==> src/rtl/fp16_to_fp32_arb_pkg.sv <==
// Shared types for the fp16->fp32 chn_o output arbiter.
package fp16_to_fp32_arb_pkg;

    localparam int unsigned ARB_DATA_W = 32;
    localparam int unsigned ARB_ID_W   = 2;

    typedef enum logic [0:0] {
        ARB_IDLE,
        ARB_LOCKED
    } arb_state_e;

    // One output beat: payload, source lane and end-of-burst marker
    typedef struct packed {
        logic [ARB_DATA_W-1:0] pd;
        logic [ARB_ID_W-1:0]   id;
        logic                  last;
    } beat_t;

endpackage

==> src/rtl/fp16_to_fp32_chn_o_skid.sv <==
// Two-entry skid buffer carrying beats towards the chn_o consumer (lz = valid, vz = ready).
module fp16_to_fp32_chn_o_skid
    import fp16_to_fp32_arb_pkg::*;
#(
    parameter type T = beat_t
) (
    input  logic       i_clk,
    input  logic       i_rst,
    input  logic       i_push,
    input  T           i_beat,
    output logic [1:0] o_count,
    output T           o_beat,
    output logic       o_lz,
    input  logic       i_vz
);

    T           r_mem [2];
    logic       r_rd_ptr;
    logic       r_wr_ptr;
    logic [1:0] r_count;
    logic       w_push;
    logic       w_pop;

    assign w_pop  = (r_count != 2'd0) & i_vz;
    assign w_push = i_push & (r_count != 2'd2);

    // Storage, pointers and occupancy; reset clears payload so z reads 0
    always_ff @(posedge i_clk) begin
        if (i_rst) begin
            r_mem[0] <= '0;
            r_mem[1] <= '0;
            r_rd_ptr <= 1'b0;
            r_wr_ptr <= 1'b0;
            r_count  <= 2'd0;
        end else begin
            if (w_push) begin
                r_mem[r_wr_ptr] <= i_beat;
                r_wr_ptr        <= ~r_wr_ptr;
            end
            if (w_pop) begin
                r_rd_ptr <= ~r_rd_ptr;
            end
            case ({w_push, w_pop})
                2'b10:   r_count <= r_count + 2'd1;
                2'b01:   r_count <= r_count - 2'd1;
                default: r_count <= r_count;
            endcase
        end
    end

    assign o_beat  = r_mem[r_rd_ptr];
    assign o_lz    = (r_count != 2'd0);
    assign o_count = r_count;

endmodule

==> src/rtl/fp16_to_fp32_chn_o_arb.sv <==
// Burst-locking round-robin arbiter sharing the fp16->fp32 chn_o output among NUM_REQ lanes.
module fp16_to_fp32_chn_o_arb
    import fp16_to_fp32_arb_pkg::*;
#(
    parameter  int unsigned NUM_REQ   = 4,
    parameter  int unsigned DATA_W    = ARB_DATA_W,
    parameter  int unsigned MAX_BURST = 16,
    localparam int unsigned ID_W      = (NUM_REQ > 1) ? $clog2(NUM_REQ) : 1
) (
    input  logic                      nvdla_core_clk,
    input  logic                      nvdla_core_rst,
    input  logic [NUM_REQ-1:0]        req_vld,
    input  logic [NUM_REQ*DATA_W-1:0] req_pd,
    input  logic [NUM_REQ-1:0]        req_last,
    output logic [NUM_REQ-1:0]        req_rdy,
    output logic [DATA_W-1:0]         chn_o_rsc_z,
    output logic [ID_W-1:0]           chn_o_rsc_id,
    output logic                      chn_o_rsc_last,
    output logic                      chn_o_rsc_lz,
    input  logic                      chn_o_rsc_vz,
    output logic                      arb_busy,
    output logic                      burst_ovf
);

    localparam int unsigned CNT_W = $clog2(MAX_BURST + 1);

    typedef struct packed {
        logic [DATA_W-1:0] pd;
        logic [ID_W-1:0]   id;
        logic              last;
    } lane_beat_t;

    arb_state_e         r_state;
    logic [ID_W-1:0]    r_rr_ptr;
    logic [ID_W-1:0]    r_owner;
    logic [CNT_W-1:0]   r_beat_cnt;
    logic               r_arb_busy;
    logic               r_burst_ovf;

    logic [1:0]         w_count;
    logic               w_space;
    logic [ID_W-1:0]    w_grant;
    logic [NUM_REQ-1:0] w_rdy;
    logic               w_accept;
    logic               w_acc_last;
    lane_beat_t         w_push_beat;
    lane_beat_t         w_out_beat;

    // First valid lane at or after ptr, wrapping NUM_REQ-1 -> 0
    function automatic logic [ID_W-1:0] rr_pick(input logic [NUM_REQ-1:0] vld,
                                                input logic [ID_W-1:0]    ptr);
        logic [ID_W-1:0] pick;
        logic            found;
        int unsigned     idx;
        pick  = ptr;
        found = 1'b0;
        for (int unsigned k = 0; k < NUM_REQ; k++) begin
            idx = (k + {{(32-ID_W){1'b0}}, ptr}) % NUM_REQ;
            if (!found && vld[idx]) begin
                found = 1'b1;
                pick  = idx[ID_W-1:0];
            end
        end
        return pick;
    endfunction

    function automatic logic [ID_W-1:0] rr_next(input logic [ID_W-1:0] g);
        if ({{(32-ID_W){1'b0}}, g} == NUM_REQ - 1) begin
            return '0;
        end
        return g + ID_W'(1);
    endfunction

    // Space depends only on registered occupancy, never on chn_o_rsc_vz
    assign w_space = (w_count != 2'd2);

    // Grant selection: owner while locked, round-robin pick while idle
    always_comb begin
        w_rdy   = '0;
        w_grant = r_rr_ptr;
        if (r_state == ARB_LOCKED) begin
            w_grant = r_owner;
        end else if (|req_vld) begin
            w_grant = rr_pick(req_vld, r_rr_ptr);
        end
        if (!nvdla_core_rst && w_space && ((r_state == ARB_LOCKED) || (|req_vld))) begin
            w_rdy[w_grant] = 1'b1;
        end
    end

    assign w_accept    = |(req_vld & w_rdy);
    assign w_acc_last  = req_last[w_grant];
    assign w_push_beat = {req_pd[w_grant*DATA_W +: DATA_W], w_grant, w_acc_last};

    // Lock state machine, round-robin pointer, burst counter and sticky overflow flag
    always_ff @(posedge nvdla_core_clk) begin
        if (nvdla_core_rst) begin
            r_state     <= ARB_IDLE;
            r_rr_ptr    <= '0;
            r_owner     <= '0;
            r_beat_cnt  <= '0;
            r_arb_busy  <= 1'b0;
            r_burst_ovf <= 1'b0;
        end else if (w_accept) begin
            if (r_state == ARB_IDLE) begin
                if (w_acc_last) begin
                    r_rr_ptr <= rr_next(w_grant);
                end else begin
                    r_state    <= ARB_LOCKED;
                    r_owner    <= w_grant;
                    r_beat_cnt <= CNT_W'(1);
                    r_arb_busy <= 1'b1;
                end
            end else begin
                if (w_acc_last) begin
                    r_state    <= ARB_IDLE;
                    r_rr_ptr   <= rr_next(r_owner);
                    r_arb_busy <= 1'b0;
                end else if (r_beat_cnt == CNT_W'(MAX_BURST - 1)) begin
                    r_state     <= ARB_IDLE;
                    r_rr_ptr    <= rr_next(r_owner);
                    r_arb_busy  <= 1'b0;
                    r_burst_ovf <= 1'b1;
                end else begin
                    r_beat_cnt <= r_beat_cnt + CNT_W'(1);
                end
            end
        end
    end

    fp16_to_fp32_chn_o_skid #(
        .T (lane_beat_t)
    ) u_skid (
        .i_clk   (nvdla_core_clk),
        .i_rst   (nvdla_core_rst),
        .i_push  (w_accept),
        .i_beat  (w_push_beat),
        .o_count (w_count),
        .o_beat  (w_out_beat),
        .o_lz    (chn_o_rsc_lz),
        .i_vz    (chn_o_rsc_vz)
    );

    assign req_rdy        = w_rdy;
    assign chn_o_rsc_z    = w_out_beat.pd;
    assign chn_o_rsc_id   = w_out_beat.id;
    assign chn_o_rsc_last = w_out_beat.last;
    assign arb_busy       = r_arb_busy;
    assign burst_ovf      = r_burst_ovf;

endmodule
==> config.mk <==
export PLATFORM = sky130hd
export DESIGN_NAME = fp16_to_fp32_chn_o_arb
export DESIGN_NICKNAME = d
export VERILOG_FILES = /design/src/rtl/fp16_to_fp32_arb_pkg.sv /design/src/rtl/fp16_to_fp32_chn_o_skid.sv /design/src/rtl/fp16_to_fp32_chn_o_arb.sv
export SDC_FILE = /design/constraint.sdc
export NUM_CORES = 1
export LEC_CHECK = 0
export CORE_UTILIZATION = 49
export CTS_BUF_LIST = sky130_fd_sc_hd__clkbuf_16
export DETAILED_ROUTE_END_ITERATION = 16
export PLACE_DENSITY = 0.93
export SYNTH_ARGS = -nofsm -noshare
export SYNTH_HDL_FRONTEND = slang
export SYNTH_SLANG_ARGS = --single-unit
==> constraint.sdc <==
create_clock -name nvdla_core_clk -period 8.4 [get_ports nvdla_core_clk]
set_clock_uncertainty 0.2 [all_clocks]
set_input_delay 0.84 -clock nvdla_core_clk [delete_from_list [all_inputs] [get_ports nvdla_core_clk]]
set_output_delay 0.84 -clock nvdla_core_clk [all_outputs]
set_load 0.005 [all_outputs]
* Yosys cells after proc, flatten, opt, wreduce, memory -nomap -nowiden
Memory sizes are Yosys's and may differ from the RTL's. A register that Yosys moved wholly into a read port is not among the register bits. Cells that the tools add are included.
Storage, ports and cells: logic and storage cells 138, memories 1, bits in writable memories 70, flip-flop bits (word level) 16, output and inout port bits 42
Memories:
- u_skid.r_mem | depth 2, width 35, read ports 1, clocked after Yosys merged registers in 1, write ports 2, line fp16_to_fp32_chn_o_skid.sv:17 | T r_mem [2];
Operators by class: reductions and logical operators 23, shifts and indexed selects 1, equal/unequal tests 9, bitwise gates (word level) 7, multiplexer cells 74, add/sub/neg operators 8, $lt $le $gt $ge 6
Operators by type and width (count):
- $shiftx 128x8->32 | 1
- $mux 1 | 47
- $mux 35 | 1
- $reduce_or 35->1 | 1
- $mux 2 | 14
- $mux 5 | 4
- $lt 2x3->1 const B | 5
- $reduce_and 3->1 | 4
- $bmux 1 s2 | 5
- $reduce_bool 2->1 | 4
- $reduce_or 4->1 | 2
- $add 2x1->2 const B | 3
- $eq 2x2->1 const B | 3
- $logic_and 1x1->1 | 6
- $ne 2x2->1 const B | 3
- $add 5x1->5 const B | 1
- $eq 5x4->1 const B | 1
- $add 2x2->2 const A | 2
- $and 4x4->4 | 1
- $logic_not 1->1 | 4
- $mux 4 | 1
- $not 1->1 | 4
- $pmux 2 s2 | 1
- $reduce_and 4->1 | 1
- other kinds (8) | 9

* Longest topological paths before layout
depth after elaboration 33, gate-level depth with buffers 17, depth with buffers taken out 13

* Cells and area by module
Synthesis repeated with hierarchy kept, for this count alone.
Unflattened totals: cell total of the unflattened synthesis 584, area total of the unflattened synthesis 5290.1 um^2
Modules (own cells, without submodules):
- fp16_to_fp32_chn_o_skid | cells each 249, area each 3343.2 um^2, times used 1
- fp16_to_fp32_chn_o_arb | cells each 335, area each 1946.9 um^2, times used 1

* Worst setup path after synthesis
No wires, ideal clock.
path type input to register, from in req_vld[2], to mem u_skid.r_mem[0][0] (netlist bit) (enable), library setup time 0.398 ns, cell stages on the path 14, arrival 3.963 ns, required time 7.802 ns, path slack 3.839 ns, cell sequence nor2b_4 -> o21a_1 -> o41a_4 -> inv_1 -> clkbuf_1 -> clkbuf_1 -> ha_1 -> nand3_1 -> o31ai_4 -> or2_1 -> buf_4 -> nand2b_1 -> buf_2 -> nand2b_1
RTL lines:
- start: declaration | line fp16_to_fp32_chn_o_arb.sv:12 | input logic [NUM_REQ-1:0] req_vld,
- end: declaration | line fp16_to_fp32_chn_o_skid.sv:17

==> results.tsv <==
stage	metric	value	unit
final_layout	drive_gt1_frac	0.0903	
yosys	synth_top_area_frac	0.421	
yosys	yosysWarnings	0	
floorplanning	start_util	0.509	
sta	maxSlewHeadroom	0.236	
yosys	syn_area_per_cell	8.73	um2
global_route	antenna_found_initial	0	
floorplanning	die_y	103	um
clocking	clk_latency	340	ps
floorplanning	rows	36	
yosys	synth_top_flop_cell	edfxtp_1	
yosys	synth-seq-cells	87	
yosys	synth_area_leaders	edfxtp_1 42%, nor2_1 14%, mux2_2 8.1%	
floorplanning	die_area	10600	um2
clocking	cts_setup_buffers	0	
final_layout	regArea	2440	um2
pwr	p_per_area	266	nW/um2
final_layout	fillers	677	
sta	setup_viol	0	
global_route	grt_pass1_wl	20900	um
yosys	ys_types	51	
pwr	finalPower	0.00189	W
routing	drtPass1Iterations	5	
sta	timing.final.ws_setup	2390	ps
routing	num_vias	4661	
worst_setup_path	cp.required	8080	ps
worst_setup_path	critPathCaptureType	flip-flop	
run_status	status	finished clean	
final_layout	n_antenna_cell	0	
yosys	ys_seq_area_frac	0.489	
worst_setup_path	cp_data_arrival_time	5690	ps
clocking	h-tree-depth	3	
hold_path	worstHoldPathType	flip-flop to flip-flop	
floorplanning	core	9820	um2
worst_setup_path	cp-start-kind	primary input	
clocking	cts.sinks	87	
job	max_cap_violations	0	
routing	wl_per_cell	16.1	um
routing	totalWireLength	13900	um
sta	hold_slack	302	ps
floorplanning	io_pins	181	
final_layout	area_growth	41.8	%
clocking	cts_tree	yes	
sta	hold_viol_final	0	
placed_design	gp_congestion	0.858	
global_route	first_global_vias	4485	
worst_setup_path	critical_path_class	primary input to flip-flop	
clocking	cts_root_buffer	clkbuf_16	
yosys	ys_async_sr_fraction	0	
pwr	ir_drop	138	uV
routing	drtIter0Drc	226	
final_layout	multiInputGateArea	2350	um2
routing	drc	0	
clocking	cts.hold.buffers_added	0	
clocking	clkSlewWorstSetupHoldPaths	60	ps
worst_setup_path	crit_fanout	70	
sta	rsz0062_at_grt	false	
yosys	synth_edf_count	70	
routing	vias_per_cell	5.39	
yosys	synth_fp_nets	716	
sta	drv_slew	0	
yosys	synthCells	572	
clocking	clockBufferDepth	2	
yosys	synth.largest_area_cell	edfxtp_1	
sta	period_minus_slack	6010	ps
global_route	grt_max_degree	71	
sta	maxClockFrequency	0.166	GHz
floorplanning	fp.dieW	103	um
clocking	cts_inserted_buffers	9	
placed_design	hpwl	9680	um
placed_design	dpl_worst_slack	2110	ps
sta	worst_slew_pin_slew	1140	ps
sta	tns	0	ps
placed_design	io_buffers	180	
pwr	cellLeakagePower	2.72	nW
yosys	syn_area	4990	um2
global_route	grt_use_total	0.261	
clocking	cts_resized	0	
global_route	overflow	0	
final_layout	nets	870	
sta	fin_crit_sh	0.716	
routing	ant_nets	0	
## logic make-up after synthesis
| kind of cell | after synthesis | synth area share |
|---|---|---|
| AO/OA/AOI/OAI | 71 | 0.0957 |
| XOR/XNOR | 3 | 0.00526 |
| adder cells (fa/ha/maj) | 5 | 0.0125 |
| buffers and inverters | 49 | 0.0436 |
| flip-flops | 87 | 0.489 |
| multiplexers | 40 | 0.0892 |
| AND/OR/NAND/NOR | 317 | 0.265 |
## per-stage QoR
stage,utilization,instance area (um2),instances
global placement,0.693,6810,848
floorplan,-,4990,572
detailed placement,0.693,6810,848
CTS,0.721,7080,864
global route,0.721,7080,864
finish,0.721,7080,864
## routing by layer
layer,track usage,share of wire,vias to the layer above
li1,-,-,2257
met1,0.291,0.37,2153
met2,0.477,0.53,216
met3,0.0597,0.077,35
met4,0.109,0.028,0
met5,0,0,-
## layout make-up
cell class	count	area share
Clock buffer	9	0.0318
Tap cell	133	0.0235
Clock inverter	7	0.00689
Sequential cell	87	0.345
Multi-Input combinational cell	436	0.332
Inverter	11	0.00583
Timing Repair Buffer	181	0.255
## registers in the layout (all words and copies together), names as in the netlist, named ones only
name / cells
arb_busy: 1
burst_ovf: 1
r_beat_cnt: 5
r_owner: 2
r_rr_ptr: 2
r_state: 1
u_skid.o_count: 2
u_skid.r_mem: 70
u_skid.r_rd_ptr: 1
u_skid.r_wr_ptr: 1
## critical path, cell delays in order
cell	delay, ps
clkdlybuf4s50_1	620
nor2_1	80
a221o_1	450
o21ai_4	80
buf_4	560
inv_2	640
ha_1	430
nand3_1	130
o31ai_4	100
or2_1	380
nand2b_2	590
nand2b_2	700
## path summary, 6_finish.rpt
kind | start | to | slack [ps] | cells after the start
setup / recovery | req_vld[1] | u_skid.r_mem[0][3]$_SDFFCE_PN0P_ | 2390 | 12
hold / removal | u_skid.o_count[1]$_SDFFE_PP0P_ | u_skid.o_count[1]$_SDFFE_PP0P_ | 300 | 2
setup reg to reg | r_state$_SDFFE_PP0P_ | u_skid.r_mem[0][3]$_SDFFCE_PN0P_ | 2700 | 11
hold reg to reg | u_skid.o_count[1]$_SDFFE_PP0P_ | u_skid.o_count[1]$_SDFFE_PP0P_ | 300 | 2
## cells in the mapped netlist, drive strengths merged (3+ instances only)
master	n
buf	14
nand2	73
o21ai	36
or2	3
nor2b	4
a211oi	4
a21oi	13
nor2	180
nand2b	7
clkbuf	24
mux2i	4
nand3	36
inv	11
dfxtp	17
ha	5
edfxtp	70
mux2	36
## power by group
part / switching (W) / total [W] / leakage, nW / internal (W)
Clock: 0.000167 / 0.000368 / 0.137 / 0.000201
Combinational: 0.000451 / 0.000859 / 1.71 / 0.000408
Sequential: 0.0000672 / 0.000659 / 0.870 / 0.000592
Total: 0.000685 / 0.00189 / 2.72 / 0.00120
## cell usage in the layout (no fill, tap or decap), types with 5 or more instances in the layout
| cell type | instances |
|---|---|
| nor2_1 | 180 |
| clkdlybuf4s50_1 | 180 |
| nand2_1 | 72 |
| edfxtp_1 | 70 |
| nand3_1 | 36 |
| mux2_2 | 36 |
| o21ai_0 | 35 |
| dfxtp_1 | 16 |
| a21oi_1 | 13 |
| inv_1 | 9 |
| clkbuf_16 | 9 |
| ha_1 | 5 |
No activity file was read; power rests on OpenSTA's default activity.
